===== src/rtl/sim_verdict_pkg.sv =====
// Shared encodings for the simulation verdict controller: FSM states,
// report status codes and the packed report layout.
package sim_verdict_pkg;

  typedef enum logic [1:0] {
    S_IDLE   = 2'd0,
    S_RUN    = 2'd1,
    S_REPORT = 2'd2,
    S_DONE   = 2'd3
  } state_e;

  localparam logic [1:0] ST_PASS    = 2'b01;
  localparam logic [1:0] ST_FAIL    = 2'b10;
  localparam logic [1:0] ST_TIMEOUT = 2'b11;

  localparam int REP_STATUS_LSB  = 30;
  localparam int REP_STATUS_W    = 2;
  localparam int REP_IDX_LSB     = 24;
  localparam int REP_IDX_W       = 6;
  localparam int REP_CODE_LSB    = 16;
  localparam int REP_CODE_W      = 8;
  localparam int REP_ELAPSED_LSB = 0;
  localparam int REP_ELAPSED_W   = 16;

  function automatic logic [31:0] pack_report(input logic [REP_STATUS_W-1:0]  status,
                                              input logic [REP_IDX_W-1:0]     idx,
                                              input logic [REP_CODE_W-1:0]    code,
                                              input logic [REP_ELAPSED_W-1:0] elapsed);
    return {status, idx, code, elapsed};
  endfunction

endpackage


===== src/rtl/sim_chan_tracker.sv =====
// One checker channel: sticky first-done capture of fail flag and code.
// The *_o outputs are the post-latch view so the top can decide on this cycle.
module sim_chan_tracker #(
  parameter int CODE_W = 8
) (
  input  logic              clk,
  input  logic              rst_n,
  input  logic              clr_i,
  input  logic              en_i,
  input  logic              done_i,
  input  logic              fail_i,
  input  logic [CODE_W-1:0] code_i,
  output logic              done_o,
  output logic              fail_o,
  output logic [CODE_W-1:0] code_o
);

  logic              done_q, done_d;
  logic              fail_q, fail_d;
  logic [CODE_W-1:0] code_q, code_d;

  always_comb begin
    done_d = done_q;
    fail_d = fail_q;
    code_d = code_q;
    if (clr_i) begin
      done_d = 1'b0;
      fail_d = 1'b0;
      code_d = '0;
    end else if (en_i && done_i && !done_q) begin
      done_d = 1'b1;
      fail_d = fail_i;
      code_d = code_i;
    end
  end

  always_ff @(posedge clk or negedge rst_n) begin
    if (!rst_n) begin
      done_q <= 1'b0;
      fail_q <= 1'b0;
      code_q <= '0;
    end else begin
      done_q <= done_d;
      fail_q <= fail_d;
      code_q <= code_d;
    end
  end

  assign done_o = done_d;
  assign fail_o = fail_d;
  assign code_o = code_d;

endmodule


===== src/rtl/sim_verdict.sv =====
// Simulation verdict controller: tracks checker channels, runs a watchdog and
// emits a registered report word plus sticky pass/fail verdicts.
module sim_verdict
  import sim_verdict_pkg::*;
#(
  parameter int CHANNELS       = 4,
  parameter int TIMEOUT_CYCLES = 800000,
  parameter int CODE_W         = 8,
  parameter int REPORT_W       = 32
) (
  input  logic                         refclk,
  input  logic                         rst_n,
  input  logic                         start,
  input  logic [CHANNELS-1:0]          chan_done,
  input  logic [CHANNELS-1:0]          chan_fail,
  input  logic [CHANNELS*CODE_W-1:0]   chan_code,
  output logic                         busy,
  output logic                         report_valid,
  output logic [REPORT_W-1:0]          sim_report,
  output logic                         sim_success,
  output logic                         sim_failure,
  output logic [1:0]                   dbg_state
);

  localparam int CNT_W = $clog2(TIMEOUT_CYCLES + 1);
  localparam logic [CNT_W-1:0] CNT_LAST = CNT_W'(TIMEOUT_CYCLES - 1);

  if (CODE_W != 8) begin : g_bad_code_w
    $error("sim_verdict: CODE_W must be 8");
  end
  if (REPORT_W != 32) begin : g_bad_report_w
    $error("sim_verdict: REPORT_W must be 32");
  end
  if (CHANNELS < 1 || CHANNELS > 64) begin : g_bad_channels
    $error("sim_verdict: CHANNELS must be 1..64");
  end
  if (TIMEOUT_CYCLES < 2) begin : g_bad_timeout
    $error("sim_verdict: TIMEOUT_CYCLES must be >= 2");
  end

  state_e                     state_q;
  logic [CNT_W-1:0]           cnt_q;
  logic                       busy_q, report_valid_q, success_q, failure_q;
  logic [31:0]                report_q;

  logic                       start_ok, trk_en;
  logic [CHANNELS-1:0]        done_d, fail_d;
  logic [CHANNELS*CODE_W-1:0] code_d;

  assign start_ok = start && (state_q == S_IDLE || state_q == S_DONE);
  assign trk_en   = (state_q == S_RUN);

  for (genvar g = 0; g < CHANNELS; g++) begin : g_chan
    sim_chan_tracker #(.CODE_W(CODE_W)) u_trk (
      .clk    (refclk),
      .rst_n  (rst_n),
      .clr_i  (start_ok),
      .en_i   (trk_en),
      .done_i (chan_done[g]),
      .fail_i (chan_fail[g]),
      .code_i (chan_code[g*CODE_W +: CODE_W]),
      .done_o (done_d[g]),
      .fail_o (fail_d[g]),
      .code_o (code_d[g*CODE_W +: CODE_W])
    );
  end

  // Lowest-index encoders: descending loop so the last hit is the lowest index.
  logic       fail_any, all_done;
  logic [5:0] fail_idx, nd_idx;
  logic [7:0] fail_code;

  always_comb begin
    fail_any  = 1'b0;
    fail_idx  = '0;
    fail_code = '0;
    nd_idx    = '0;
    for (int i = CHANNELS - 1; i >= 0; i--) begin
      if (fail_d[i]) begin
        fail_any  = 1'b1;
        fail_idx  = 6'(i);
        fail_code = code_d[i*CODE_W +: 8];
      end
      if (!done_d[i]) nd_idx = 6'(i);
    end
    all_done = &done_d;
  end

  logic [31:0] cnt_ext;
  logic [15:0] elapsed;
  assign cnt_ext = 32'(cnt_q);
  assign elapsed = (cnt_ext >= 32'h0000_FFFF) ? 16'hFFFF : 16'(cnt_ext + 32'd1);

  always_ff @(posedge refclk or negedge rst_n) begin
    if (!rst_n) begin
      state_q        <= S_IDLE;
      cnt_q          <= '0;
      busy_q         <= 1'b0;
      report_valid_q <= 1'b0;
      success_q      <= 1'b0;
      failure_q      <= 1'b0;
      report_q       <= '0;
    end else begin
      report_valid_q <= 1'b0;
      case (state_q)
        S_IDLE, S_DONE: begin
          if (start) begin
            state_q   <= S_RUN;
            cnt_q     <= '0;
            busy_q    <= 1'b1;
            success_q <= 1'b0;
            failure_q <= 1'b0;
            report_q  <= '0;
          end
        end
        S_RUN: begin
          cnt_q <= cnt_q + CNT_W'(1);
          if (fail_any) begin
            report_q       <= pack_report(ST_FAIL, fail_idx, fail_code, elapsed);
            report_valid_q <= 1'b1;
            state_q        <= S_REPORT;
          end else if (all_done) begin
            report_q       <= pack_report(ST_PASS, 6'd0, 8'd0, elapsed);
            report_valid_q <= 1'b1;
            state_q        <= S_REPORT;
          end else if (cnt_q == CNT_LAST) begin
            report_q       <= pack_report(ST_TIMEOUT, nd_idx, 8'd0, elapsed);
            report_valid_q <= 1'b1;
            state_q        <= S_REPORT;
          end
        end
        S_REPORT: begin
          state_q <= S_DONE;
          busy_q  <= 1'b0;
          if (report_q[REP_STATUS_LSB +: REP_STATUS_W] == ST_PASS) success_q <= 1'b1;
          else                                                      failure_q <= 1'b1;
        end
        default: state_q <= S_IDLE;
      endcase
    end
  end

  assign busy         = busy_q;
  assign report_valid = report_valid_q;
  assign sim_report   = report_q;
  assign sim_success  = success_q;
  assign sim_failure  = failure_q;
  assign dbg_state    = state_q;

endmodule


===== config.mk =====
export PLATFORM = sky130hd
export DESIGN_NAME = sim_verdict
export DESIGN_NICKNAME = d
export VERILOG_FILES = /design/src/rtl/sim_verdict_pkg.sv /design/src/rtl/sim_chan_tracker.sv /design/src/rtl/sim_verdict.sv
export SDC_FILE = /design/constraint.sdc
export NUM_CORES = 1
export LEC_CHECK = 0
export ABC_AREA = 1
export BUFFER_PORTS_ARGS = -buffer_cell sky130_fd_sc_hd__clkbuf_2
export CELL_PAD_IN_SITES_DETAIL_PLACEMENT = 1
export CELL_PAD_IN_SITES_GLOBAL_PLACEMENT = 1
export CORE_UTILIZATION = 38
export CTS_CLUSTER_DIAMETER = 80
export CTS_CLUSTER_SIZE = 30
export DETAILED_ROUTE_END_ITERATION = 10
export PLACE_DENSITY_LB_ADDON = 0.1
export SETUP_SLACK_MARGIN = 0.05
export SYNTH_ARGS = -nofsm -noshare
export SYNTH_HDL_FRONTEND = slang
export SYNTH_SLANG_ARGS = --single-unit

===== constraint.sdc =====
create_clock -name refclk -period 2 [get_ports refclk]
set_input_delay 0.1 -clock refclk [delete_from_list [all_inputs] [get_ports refclk]]
set_output_delay 0.1 -clock refclk [all_outputs]
set_load 0.1 [all_outputs]

-- Word level (Yosys, flattened, before mapping)
Index checks and enable logic that the tools add are counted.
- $add $sub $neg: 2
- multipliers: 0
- divide/modulo/power cells: 0
- order comparisons: 1
- equal/unequal tests: 9
- shift operators: 0
- muxes and demuxes: 64
- bitwise gates (word level): 0
- reductions and logical operators: 25
- operator list (operator ; number):
    $mux W32 ; 4
    $mux W8 ; 12
    $pmux W32 S2 ; 1
    $pmux W20 S2 ; 1
    $mux W6 ; 6
    $mux W1 ; 28
    $add A20 B1 Y20 const B ; 1
    $eq A20 B20 Y1 const B ; 1
    $ge A20 B16 Y1 const B ; 1
    $mux W20 ; 1
    $add A16 B1 Y16 const B ; 1
    $mux W16 ; 1
    $mux W2 ; 6
    $logic_and A1 B1 Y1 ; 9
    $reduce_and A3 Y1 ; 3
    $ne A2 B2 Y1 const B ; 3
    $pmux W1 S2 ; 3
    $pmux W2 S3 ; 1
    $reduce_and A2 Y1 ; 3
    $eq A2 B1 Y1 const B ; 2
    $eq A2 B2 Y1 const B ; 2
    $logic_not A1 Y1 ; 4
    $ne A4 B4 Y1 const B ; 1
    $reduce_and A4 Y1 ; 1
    other kinds (4) ; 5
- register bits after elaboration: 98
- latch bits: 0
- memory bits (writable): 0
- memory bits (read-only): 0
- input bits: 43
- output and inout port bits: 38
- logic and storage cells: 120
- memories kept: 0

-- Depth between registers and ports, before layout
Gate-level depths: netlist (run 1).
- depth after elaboration: 13
- depth in mapped cells: 16
- mapped depth without buffers: 14

-- By module
From an unflattened synthesis (run 1), not the netlist that was laid out.
- cells, all modules: 644
- area, all modules: 5027.3 µm²
- modules (own cells, without submodules) (module ; times used ; cells each ; area each (µm²) ; sequential area each (µm²)):
    sim_verdict ; 1 ; 400 ; 3160.5 ; 1351.3
    sim_chan_tracker ; 4 ; 61 ; 466.7 ; 250.2

-- Least setup slack after synthesis (run 1)
OpenSTA, ideal clock, no wires.
- path type: reg2reg
- from: register state_q[0] (netlist: dbg_state[0])
- to: register report_q[25] (netlist: sim_report[25])
- setup time: 0.123 ns
- arrival time: 2.534 ns
- data required time: 1.877 ns
- path slack: -0.658 ns
- cell stages (with the launch flop): 15
- buffers on the path: 2
- period minus slack after synthesis: 2.658 ns
- cell sequence: dfrtp_1 inv_1 ha_1 nand2_2 nand2_1 nor2_1 nand3_2 nand2_1 inv_2 nand3_2 nand2_2 buf_12 buf_12 nand2_2 o21ai_2
- cells in the longest elaborated chain, start to end: 13
- elaborated cells between the ends (all ways): 51
- those cells by class: eq/ne: 4; mux: 32; reduce/logical: 15
- RTL lines (what ; RTL line ; source):
    start, declared ; sim_verdict.sv:41 ; state_e state_q;
    start signal, assigned ; sim_verdict.sv:96 ; state_q <= S_IDLE;
    start signal, assigned ; sim_verdict.sv:108 ; state_q <= S_RUN;
    start signal, assigned ; sim_verdict.sv:121 ; state_q <= S_REPORT;
    $eq A2 B1 Y1 ; sim_verdict.sv:51, sim_verdict.sv:105 ;
    $logic_and A1 B1 Y1 (2 in a row) ; sim_chan_tracker.sv:30 ; end else if (en_i && done_i && !done_q) begin
    $mux W1 ; sim_chan_tracker.sv:30 ;
    $mux W1 ; sim_chan_tracker.sv:26 ; if (clr_i) begin
    $mux W2 ; sim_verdict.sv:84 ; if (!done_d[i]) nd_idx = 6'(i);
    $mux W6 (3 in a row) ; sim_verdict.sv:84 ;
    $mux W32 ; sim_verdict.sv:126 ; end else if (cnt_q == CNT_LAST) begin
    $mux W32 ; sim_verdict.sv:122 ; end else if (all_done) begin
    $mux W32 ; sim_verdict.sv:118 ; if (fail_any) begin
    $pmux W32 S2 ; sim_verdict.sv:105 ; case (state_q)
    end signal, assigned ; sim_verdict.sv:119 ; report_q <= pack_report(ST_FAIL, fail_idx, fail_code, elapsed);
    end signal, assigned ; sim_verdict.sv:123 ; report_q <= pack_report(ST_PASS, 6'd0, 8'd0, elapsed);
    end signal, assigned ; sim_verdict.sv:127 ; report_q <= pack_report(ST_TIMEOUT, nd_idx, 8'd0, elapsed);
    end, declared ; sim_verdict.sv:44 ; logic [31:0] report_q;
Several ways; a longest one is shown, not always the timed one. The select of a mux whose other input is x is not followed.
A chain may end at the register's enable or synchronous reset.

-- Final worst setup path (run 1)
- from: register state_q[1] (netlist: dbg_state[1])
- to: register report_q[17] (netlist: sim_report[17])
- cells in the longest elaborated chain, start to end: 11
- elaborated cells between the ends (all ways): 54
- those cells by class: eq/ne: 4; mux: 35; reduce/logical: 15
- RTL lines (what ; RTL line ; source):
    $eq A2 B1 Y1 ; sim_verdict.sv:51, sim_verdict.sv:105 ;
    $logic_and A1 B1 Y1 (2 in a row) ; sim_chan_tracker.sv:30 ;
    $mux W1 or $mux W8 (tied branches) ; sim_chan_tracker.sv:30 ;
    $mux W1 or $mux W8 (tied branches) ; sim_chan_tracker.sv:26 ;
    $mux W1 or $mux W8 (tied branches) (4 in a row) ; sim_verdict.sv:79 ; if (fail_d[i]) begin
    $ne A4 B4 Y1 (no line) or $mux W32 (tied branches) ; n/a ;
    $reduce_and A3 Y1 (no line) or $pmux W32 S2 (tied branches) ; n/a ;
Several ways; a longest one is shown, not always the timed one.

==> summary.md, run 1 <==
| Metric | Value |
|---|---|
| RR Startpoint | dbg_state[1] |
| Hold Path Sink | g_chan[3].u_trk.code_q[4] |
| Hold path start | chan_code[28] |
| Vias in the first global route | 5010 |
| Worst R2R Setup Slack | -0.05 ns |
| Critical path arrival | about 2.3 ns |
| Hold slack | around 0.02 ns |
| Cell Area, Synth | 5160 um^2 |
| Distinct cells, synth | 35 |
| Total power | 11.8 mW |
| First-pass GRT wire length | around 25000 um |
| Slew HR | 0.625 |
| Total leakage power | 3.71 nW |
| Largest cells by area after synthesis | dfrtp_1 (46%), nand2_1 (12%), inv_1 (7.2%) |
| Critical Path Start Type | flop |
| Peak Freq | 0.488 GHz |
| Cells on worst reg2reg path | 13 |
| Clk Latency, worst-skew pair | between 0.3 and 0.4 ns |
| CTS H-Tree Depth | 3 |
| Gate Count Post-Synth | 668 |
| Final wirelength | 15000 um |
| Io pins | 81 |
| Initial antenna violation count | 0 |
| Port bufs | 76 |
| Yosys warns | 0 |
| Post-synth top area share | 0.456 |
| Cell Area, Placed | 6080 um^2 |
| Final Util | 0.507 |
| Pwr Density | 1760 nW/um^2 |
| Avg WL per Cell | 15.5 um |
| Outcome | finished, violations left |
| Synth area leader | dfrtp_1 |
| Cells after DPL | 941 |
| Worst EP required | 2.28 ns |
| Drt first pass iters | 4 |
| Syn-to-layout area delta | 29.9% |
| Hold Crit Depth | 3 |
| DP Wirelength | 10900 um |
| CTS tree | yes |
| DR vias/cell | 4.84 |
| Chip height | around 120 um |
| RD Place Congestion | approximately 0.86 |
| Die area | 14100 um^2 |
| Mean Syn Cell Area | 7.73 um^2 |
| Clock skew | 0.00815 ns |
| Final instance count without filler cells | 968 |
| Final net count | 833 |
| Max FO, Critical Path | 8 |
| Final Cycle Share | 1.03 |
| Min-Delay Path Class | primary input to flop |
| DRC | 0 |
| Worst R2R End | sim_report[17] |
| Via count | 4685 |
| Floorplan row count | 42 |
| Failing checks | negative setup slack |
| Die width | approximately 120 um |
| Share of layout cells above drive strength 1 | 0.323 |
| GRT Total Usage | 0.228 |
| Register bit total from synthesis | 94 |
| Clk sinks | 94 |
| Max_cap viols | 0 |
| Final Max Slew Viols | 0 |
| Clk slew on worst S/H paths | 0.06 ns |
| Post-synthesis sequential area ratio | 0.456 |
| Time the worst path needs with I/O delays and setup | ~2 ns |
| Remaining Overflow, GRT | 0 |
| Initial DRC Count | about 150 |
| Initial Utilization | 0.390 |
| Clk Tree Root Cell | clkbuf_16 |
| Clock buffer depth | 2 |
| Largest net degree at the start of global routing | 62 |
| Actual slew at the worst max-slew pin | 0.565 ns |
| Final setup vio count | 3 |
| Post-route cell area | 6710 um^2 |
| ANT nets after route | 0 |
| Crit Path Class | flop to flop |
| Min setup slack post-route | -0.0511 ns |
| CP endpoint kind | flop |
| Hold Violations, Final | 0 |
| RSZ-0062 raised after global routing | yes |
| Core area | roughly 13000 um^2 |
| Ant. Diodes | 0 |
| TritonCTS Buffers | 9 |
| Worst VDD drop | about 0.61 mV |
stage by stage:
| stage | TNS (ns) | worst slack (ns) |
|---|---|---|
| 6_report | -0.0643 | -0.0511 |
| 2_1_floorplan | -3.98 | -0.196 |
| 3_5_place_dp | -2.32 | -0.132 |
| 3_3_place_gp | -0.478 | -0.0403 |
| 4_1_cts | -0.131 | -0.0210 |
| 5_1_grt | -3.19 | -0.212 |
what timing repair did:
| item | 4_1_cts | 5_1_grt |
|---|---|---|
| pin swaps | 1 | 3 |
| hold buffers | 1 | 0 |
| gates cloned | 2 | 0 |
| endpoints found under the setup margin | 28 | 34 |
| gates resized for setup | 43 | 19 |
| buffers inserted | 8 | 0 |
| endpoints found under the hold margin | 33 | 0 |
cell usage in the layout, fill, tap and decap left out, types with 7 or more instances in the layout:
cell type	n
a21oi_1	7
buf_4	38
clkbuf_16	9
clkbuf_2	75
dfrtp_1	92
inv_1	96
nand2_1	150
nand2_2	13
nand2_4	18
nand3_1	39
nand3_2	11
nand4_1	7
nor2_1	65
nor3_1	13
o21ai_0	25
o21ai_1	12
o21ai_2	10
o22ai_1	10
or2_2	26
xor2_1	9
report_power, final:
group	internal [mW]	switching, mW
combinational	2.52	4.81
clock	1.00	0.744
sequential	2.42	0.289
metal layers:
| metal | vias to the layer above | GRT usage | routed length [um] |
|---|---|---|---|
| met5 | - | 0 | 0 |
| li1 | 2308 | - | - |
| met1 | 2305 | 0.270 | 6410 |
| met3 | 17 | 0.0270 | 280 |
| met4 | 0 | 0.0862 | 301 |
| met2 | 55 | 0.418 | 7970 |
sequential cells by signal (all words and copies together), names as in the netlist:
signal,cells
dbg_state,2
g_chan.u_trk.code_q,32
g_chan.u_trk.done_q,4
sim_failure,1
busy,1
report_valid,1
cnt_q,20
g_chan.u_trk.fail_q,4
sim_success,1
sim_report,28
final cells by class:
| class | instances | area [um^2] |
|---|---|---|
| fillers | 1689 | 6530 |
| multi-input cells | 448 | 2500 |
| flip-flops and latches | 94 | 2360 |
| repair buffers | 129 | 932 |
| inverters | 105 | 399 |
| clock buffers | 12 | 246 |
| well taps | 176 | 220 |
| clock inverters | 4 | 47.5 |
synth_stat cells, drive strengths merged:
library cell / number
nor3: 19
nor2: 73
dfrtp: 94
conb: 1
nand3: 55
nand4: 7
or2: 26
o21ai: 47
buf: 19
ha: 3
o21a: 1
o22ai: 10
a31o: 1
clkbuf: 5
xor2: 9
inv: 101
a21oi: 10
clkinv: 4
nand2: 183
kinds of logic (layout without fill, tap and decap cells):
logic type      Yosys count  after routing  share of synthesized area
xor+xnor                  9              9                     0.0153
flops                    94             94                      0.456
fa+ha+maj                 3              3                    0.00727
compound gates           69             69                     0.0778
buf+inv                 129            250                      0.110
other cells               1              4                   0.000726
simple gates            363            363                      0.333
worst max-delay path by stage:
stage / to / cells after the start / startpoint / slack [ns]
floorplan: sim_report[25] / 15 / dbg_state[1] / -0.20
global placement: sim_report[31] / 13 / dbg_state[0] / -0.04
detailed placement: sim_report[7] / 13 / dbg_state[0] / -0.13
CTS: sim_report[7] / 14 / dbg_state[1] / -0.02
global route: sim_report[17] / 13 / dbg_state[1] / -0.21
finish: sim_report[17] / 13 / dbg_state[1] / -0.05
worst max-delay path, stage by stage, from the launching register on:
cell and delay, ns:
dfrtp_4 0.50, inv_2 0.07, ha_4 0.19, buf_6 0.13
nand3_4 0.09, nand2_2 0.09, nand2_4 0.06, buf_4 0.13
buf_4 0.16, nand3_1 0.09, inv_1 0.05, nor3_1 0.22
nand2_1 0.12, o21ai_2 0.11
Power figures use the tool's default switching activity.
==> run 2: changes to the inputs <==
Settings changed: PLACE_DENSITY_LB_ADDON 0.1 to 0.05.
==> run 2 against run 1 <==
Against the previous run:
- the run still ends with negative setup slack left
- sequential share of layout area decreased by 0.20 points
- critical path depth unchanged
- fmax decreased by 0.98%
- largest power group unchanged
- worst hold slack got worse by 0.0065 ns
- final cell count increased by 0.62%
- sequential cell count unchanged
- cell area increased by 0.58%
- die area unchanged
==> summary.md, run 2 (synthesis gave the netlist of run 1 again) <==
| Metric | Value |
|---|---|
| Worst R2R Setup Slack | -0.07 ns (was -0.05 ns) |
| TritonCTS Buffers | 9 (unchanged) |
| CTS H-Tree Depth | 3 (unchanged) |
| Syn-to-layout area delta | 30.7% (was 29.9%) |
| CP endpoint | sim_report[23] (was sim_report[17]) |
| DP Wirelength | 10900 um (about the same) |
| Avg WL per Cell | 15.2 um (was 15.5 um) |
| Pwr Density | 1740 nW/um^2 (was 1760 nW/um^2) |
| ANT nets after route | 0 (unchanged) |
| Io pins | 81 (unchanged) |
| Remaining Overflow, GRT | 0 (unchanged) |
| Critical Path Start Type | flop (unchanged) |
| DRC | 0 (unchanged) |
| Port bufs | 76 (unchanged) |
| Clk slew on worst S/H paths | 0.07 ns (was 0.06 ns) |
| CP endpoint kind | flop (unchanged) |
| Min setup slack post-route | -0.0715 ns (was -0.0511 ns) |
| Most common cell after layout, fill and taps aside | nand2_1 (unchanged) |
| Clock buffer depth | 2 (unchanged) |
| Worst R2R End | sim_report[23] (was sim_report[17]) |
| Failing checks | negative setup slack (unchanged) |
| Hold Violations, Final | 0 (unchanged) |
| Chip height | 119 um (unchanged) |
| Time the worst path needs with I/O delays and setup | 2.07 ns (was 2.05 ns) |
| Max FO, Critical Path | 8 (unchanged) |
| Actual slew at the worst max-slew pin | 0.555 ns (was 0.565 ns) |
| Max_cap viols | 0 (unchanged) |
| M1 WL | 6130 um (was 6410 um) |
| Largest net degree at the start of global routing | 47 (was 62) |
| DR WL met3 | 311 um (was 280 um) |
| Initial Utilization | 0.390 (unchanged) |
| Peak Freq | 0.483 GHz (was 0.488 GHz) |
| Clock skew | 0.00472 ns (was 0.00815 ns) |
| Drt first pass iters | 4 (unchanged) |
| Core area | 13200 um^2 (unchanged) |
| DR top layer | met4 (unchanged) |
| Cells on worst reg2reg path | 13 (unchanged) |
| Final net count | 839 (was 833) |
| RSZ-0062 raised after global routing | yes (unchanged) |
| Vias in the first global route | 5039 (was 5010) |
| CP startpoint | dbg_state[1] (unchanged) |
| Worst EP required | 2.25 ns (was 2.28 ns) |
| GRT Total Usage | 0.225 (was 0.228) |
| Share of layout cells above drive strength 1 | 0.342 (was 0.323) |
| Outcome | finished, violations left (unchanged) |
| Die width | 119 um (unchanged) |
| Met2 Routed Length | 8000 um (was 7970 um) |
| Total power | 11.8 mW (about the same) |
| CTS tree | yes (unchanged) |
| Die area | 14100 um^2 (unchanged) |
| Worst VDD drop | 0.644 mV (was 0.614 mV) |
| RR Startpoint | dbg_state[1] (unchanged) |
| Final Cycle Share | 1.04 (was 1.03) |
| Via count | 4669 (was 4685) |
| Final wirelength | 14800 um (was 15000 um) |
| Most frequent cells in the layout | nand2_1 (149), inv_1 (95), dfrtp_1 (92) (was nand2_1 (150), inv_1 (96), dfrtp_1 (92)) |
| Final Max Slew Viols | 0 (unchanged) |
| Slew HR | 0.632 (was 0.625) |
| Floorplan row count | 42 (unchanged) |
| Hold slack | 0.0132 ns (was 0.0197 ns) |
| Min-Delay Path Class | primary input to flop (unchanged) |
| Crit Path Class | flop to flop (unchanged) |
| Final setup vio count | 15 (was 3) |
| Initial antenna violation count | 0 (unchanged) |
| Total leakage power | 3.73 nW (was 3.71 nW) |
| Clk sinks | 94 (unchanged) |
| Critical path arrival | 2.32 ns (was 2.33 ns) |
| First-pass GRT wire length | 24600 um (was 24900 um) |
| RD Place Congestion | 0.844 (was 0.865) |
| Clk Latency, worst-skew pair | 0.35 ns (about the same) |
| Initial DRC Count | 173 (was 153) |
| Clk Tree Root Cell | clkbuf_16 (unchanged) |
| Largest register FFs | 32 (unchanged) |
| Biggest register | g_chan.u_trk.code_q (unchanged) |
| DR vias/cell | 4.79 (was 4.84) |
| Ant. Diodes | 0 (unchanged) |
run 2: final cells by class:
cell class | instances | area [um^2]
multi-input cells | 448 | 2520
well taps | 176 | 220
repair buffers | 135 | 966
inverters | 105 | 397
fillers | 1693 | 6490
clock inverters | 6 | 43.8
clock buffers | 10 | 239
flip-flops and latches | 94 | 2360
run 2: critical path, cell delays in order, from the launching register on:
cell,delay (ns)
dfrtp_4,0.50
inv_2,0.07
ha_4,0.19
nand2_2,0.08
nor2_2,0.12
nand2_1,0.11
nand3_4,0.11
nand2_4,0.08
nor2_8,0.12
nand3_4,0.12
nand2_8,0.11
buf_6,0.13
clkbuf_16,0.14
o21ai_2,0.05
run 2: repair_timing:
item / CTS / global route
pin swaps: 4 / 16
cloned: 1 / 1
gates resized for setup: 22 / 38
hold buffers: 1 / 0
hold endpoints to repair: 25 / 0
setup buffers: 7 / 4
endpoints found under the setup margin: 28 / 35
run 2: stage by stage:
stage	setup WS, ns	setup TNS [ns]	area [um^2]	std cells	utilization
6_report	-0.0715	-0.560	6750	974	0.510
4_1_cts	-0.0498	-0.444	6580	970	0.497
5_1_grt	-0.170	-3.60	6750	974	0.510
3_3_place_gp	-0.0588	-0.697	6120	946	0.462
3_5_place_dp	-0.152	-2.75	6120	946	0.462
2_1_floorplan	-0.196	-3.98	5280	671	-
run 2: metal layers:
metal,global-route usage,vias to the layer above
met1,0.262,2279
met2,0.407,59
li1,-,2311
met4,0.107,0
met3,0.0270,20
met5,0,-
run 2: worst min path at each step:
stage                             start                        end  slack (ns)  depth (start not counted)
after floorplan                   rst_n                       busy       -0.20                          0
final                     chan_code[29]  g_chan[3].u_trk.code_q[5]        0.01                          3
after detailed placement          rst_n  g_chan[3].u_trk.code_q[7]        0.05                          1
after global routing      chan_code[26]  g_chan[3].u_trk.code_q[2]        0.03                          3
after global placement            rst_n  g_chan[3].u_trk.code_q[7]        0.05                          1
after CTS                 chan_code[26]  g_chan[3].u_trk.code_q[2]       0.004                          3
run 2: power by group:
part / switching, mW / internal (mW)
combinational: 4.83 / 2.55
sequential: 0.290 / 2.42
clock: 0.790 / 0.887
==> run 3: changes to the inputs <==
Settings changed: BUFFER_PORTS_ARGS -buffer_cell sky130_fd_sc_hd__clkbuf_2 to unset, CORE_UTILIZATION 38 to 40, DONT_BUFFER_PORTS set to 1.
==> run 3 against run 2 <==
Against the previous run:
- the flow finishes with violations (design-rule violations, negative hold slack)
- register-to-register slack better by 0.07 ns
- setup slack better by 0.073 ns
- fmax increased by 3.6%
- critical path depth rose by 1
- critical endpoint is now sim_report[21]
- largest cell class unchanged
- highest routed layer unchanged
==> summary.md, run 3 (synthesis gave the netlist of run 1 again) <==
| Metric | Value |
|---|---|
| Cell Int Power | 6.04 mW (was 5.86 mW) |
| Final net count | 806 (was 839) |
| Busiest grt layer | met2 (unchanged) |
| Chip height | 116 um (was 119 um) |
| Clk sinks | 94 (unchanged) |
| First-pass GRT wire length | 24000 um (was 24600 um) |
| Worst VDD drop | 0.561 mV (was 0.644 mV) |
| Min-Delay Path Class | primary input to asynchronous set/reset pin (was primary input to flop) |
| Met2 Use GR | 0.442 (was 0.407) |
| Final Max Slew Viols | 0 (unchanged) |
| Total leakage power | 3.61 nW (was 3.73 nW) |
| Clk Latency, worst-skew pair | 0.35 ns (about the same) |
| Final instance count without filler cells | 937 (was 974) |
| Initial Utilization | 0.409 (was 0.390) |
| Die area | 13400 um^2 (was 14100 um^2) |
| ANT nets after route | 0 (unchanged) |
| Critical path buffer and inverter count | 3 (unchanged) |
| DR vias/cell | 4.86 (was 4.79) |
| Worst R2R End | sim_report[21] (was sim_report[23]) |
| Vias in the first global route | 4831 (was 5039) |
| Critical Path Start Type | flop (unchanged) |
| Pwr Density | 1760 nW/um^2 (was 1740 nW/um^2) |
| Cell Area, Placed | 6000 um^2 (was 6120 um^2) |
| Final wirelength | 14800 um (about the same) |
| Clock power frac | 0.146 (was 0.142) |
| Most common cell after layout, fill and taps aside | nand2_1 (unchanged) |
| Max FO, Critical Path | 8 (unchanged) |
| Ant. Diodes | 0 (unchanged) |
| Cells on worst reg2reg path | 14 (was 13) |
| Peak Freq | 0.500 GHz (was 0.483 GHz) |
| Worst EP required | 2.28 ns (was 2.25 ns) |
| Hold slack | -0.563 ns (was 0.0132 ns) |
| Crit path max-delay family | simple AND/OR/NAND/NOR gates (unchanged) |
| Most frequent cells in the layout | nand2_1 (150), inv_1 (94), dfrtp_1 (92) (was nand2_1 (149), inv_1 (95), dfrtp_1 (92)) |
| Sequential Power Share | 0.224 (was 0.230) |
| Total power | 11.8 mW (about the same) |
| DP Wirelength | 10700 um (was 10900 um) |
| Post-route cell area | 6690 um^2 (was 6750 um^2) |
| Avg WL per Cell | 15.8 um (was 15.2 um) |
| Largest net degree at the start of global routing | 95 (was 47) |
| Floorplan row count | 41 (was 42) |
| Final setup vio count | 0 (was 15) |
| CP endpoint kind | flop (unchanged) |
| Share of layout cells above drive strength 1 | 0.278 (was 0.342) |
| Drt first pass iters | 8 (was 4) |
| Cts hold-fix bufs | 16 (was 1) |
| Die width | 116 um (was 119 um) |
| CTS H-Tree Depth | 3 (unchanged) |
| Biggest register | g_chan.u_trk.code_q (unchanged) |
| Most used cell, CP | nand2_1 (was nand3_4) |
| TritonCTS Buffers | 9 (unchanged) |
| Logic pwr share | 0.630 (was 0.627) |
| Max_cap viols | 0 (unchanged) |
| CP peak stage delay | 0.51 ns (was 0.50 ns) |
| Switching part of the total | 0.488 (was 0.502) |
| RSZ-0062 raised after global routing | yes (unchanged) |
| RD Place Congestion | 0.827 (was 0.844) |
| Final Cycle Share | 0.999 (was 1.04) |
| Grt met3 use | 0.0418 (was 0.0270) |
| Crit Path Class | flop to flop (unchanged) |
| Failing checks | design-rule violations, negative hold slack (was negative setup slack) |
| Met1 GRT Util | 0.268 (was 0.262) |
| Largest register FFs | 32 (unchanged) |
| Sw power | 5.75 mW (was 5.91 mW) |
| Clock buffer depth | 2 (unchanged) |
| Via count | 4558 (was 4669) |
| Worst R2R Setup Slack | 0.001 ns (was -0.07 ns) |
| Core area | 12600 um^2 (was 13200 um^2) |
| Clock skew | 0.00864 ns (was 0.00472 ns) |
| CTS tree | yes (unchanged) |
| Critical path arrival | 2.28 ns (was 2.32 ns) |
| Port bufs | 0 (was 76) |
| Initial DRC Count | 139 (was 173) |
| Clk Tree Root Cell | clkbuf_16 (unchanged) |
| Crit-path cells | inv_4 -> ha_4 -> nand2_1 -> nor2_1 -> nand2_1 -> nand3_2 -> nand2_2 -> nor2_8 -> nand3_4 -> nand2_8 -> buf_6 -> buf_12 -> nand2_4 -> o21ai_2 (was inv_2 -> ha_4 -> nand2_2 -> nor2_2 -> nand2_1 -> nand3_4 -> nand2_4 -> nor2_8 -> nand3_4 -> nand2_8 -> buf_6 -> clkbuf_16 -> o21ai_2) |
| DRC | 2 (was 0) |
| Hold Violations, Final | 94 (was 0) |
| Clk slew on worst S/H paths | 0.07 ns (about the same) |
| Initial antenna violation count | 0 (unchanged) |
| Outcome | finished, violations left (unchanged) |
| CP max-delay cell | dfrtp_4 (unchanged) |
| GRT Total Usage | 0.238 (was 0.225) |
| Time the worst path needs with I/O delays and setup | 2.00 ns (was 2.07 ns) |
| Io pins | 81 (unchanged) |
| RR Startpoint | dbg_state[1] (unchanged) |
| Remaining Overflow, GRT | 0 (unchanged) |
| Syn-to-layout area delta | 29.6% (was 30.7%) |
| Cells after DPL | 897 (was 946) |
| Setup TNS Final | 0 ns (was -0.560 ns) |
## run 3: cell count changes in the layout (fill, tap and decap cells not counted), moves of 2 or more
cell / change
clkbuf_2: -75
buf_4: +26
dlygate4sd3_1: +15
o21ai_0: -9
o21ai_1: +8
nor2_1: +7
nor2_2: -7
clkbuf_8: +3
inv_6: -3
buf_12: +2
buf_8: -2
nand3_1: +2
## run 3: worst register-to-register path: stages (launching register included)
cell and delay [ns]:
dfrtp_4 0.51, inv_4 0.07, ha_4 0.17, nand2_1 0.10, nor2_1 0.10, nand2_1 0.07
nand3_2 0.08, nand2_2 0.11, nor2_8 0.15, nand3_4 0.12, nand2_8 0.11, buf_6 0.11
buf_12 0.13, nand2_4 0.05, o21ai_2 0.06
## run 3: final cells by class
type,instances,area (um^2)
timing repair buffer,102,960
sequential,94,2360
clock buffer,14,284
multi-input combinational,448,2460
fill,1579,5930
tap,172,215
clock inverter,2,13.8
inverter,105,399
## run 3: per-layer routing
metal | vias to the layer above | routed length [um]
met4 | 0 | 244
met3 | 14 | 418
met5 | - | 0
met1 | 2234 | 6040
li1 | 2253 | -
met2 | 57 | 8080
## run 3: power by group through the flow
stage	sequential (mW)	clock (mW)	combinational [mW]
global placement	2.64	0	6.56
CTS	2.64	1.77	7.32
detailed placement	2.67	0	6.72
finish	2.64	1.72	7.42
global route	2.69	1.83	8.04
floorplan	3.95	0	3.48
## run 3: timing repair
| item | CTS | global route |
|---|---|---|
| resized for setup | 22 | 31 |
| setup endpoints to repair | 28 | 37 |
| pin swaps | 13 | 11 |
| setup buffers | 4 | 3 |
| endpoints found under the hold margin | 110 | 94 |
| gates cloned | 1 | 0 |
## run 3: metrics by stage
| step | util | setup slack (ns) |
|---|---|---|
| 2_1_floorplan | - | -0.196 |
| 3_3_place_gp | 0.475 | 0.0000240 |
| 3_5_place_dp | 0.475 | -0.0626 |
| 4_1_cts | 0.523 | -0.0263 |
| 5_1_grt | 0.530 | -0.108 |
| 6_report | 0.530 | 0.00123 |
## run 3: how the worst max path moves through the flow
stage / from / to / depth (start not counted)
4_1_cts: dbg_state[1] / sim_report[21] / 15
2_1_floorplan: dbg_state[1] / sim_report[25] / 15
3_3_place_gp: dbg_state[1] / sim_report[23] / 12
3_5_place_dp: dbg_state[1] / sim_report[23] / 12
6_report: dbg_state[1] / sim_report[21] / 14
5_1_grt: dbg_state[1] / sim_report[21] / 14
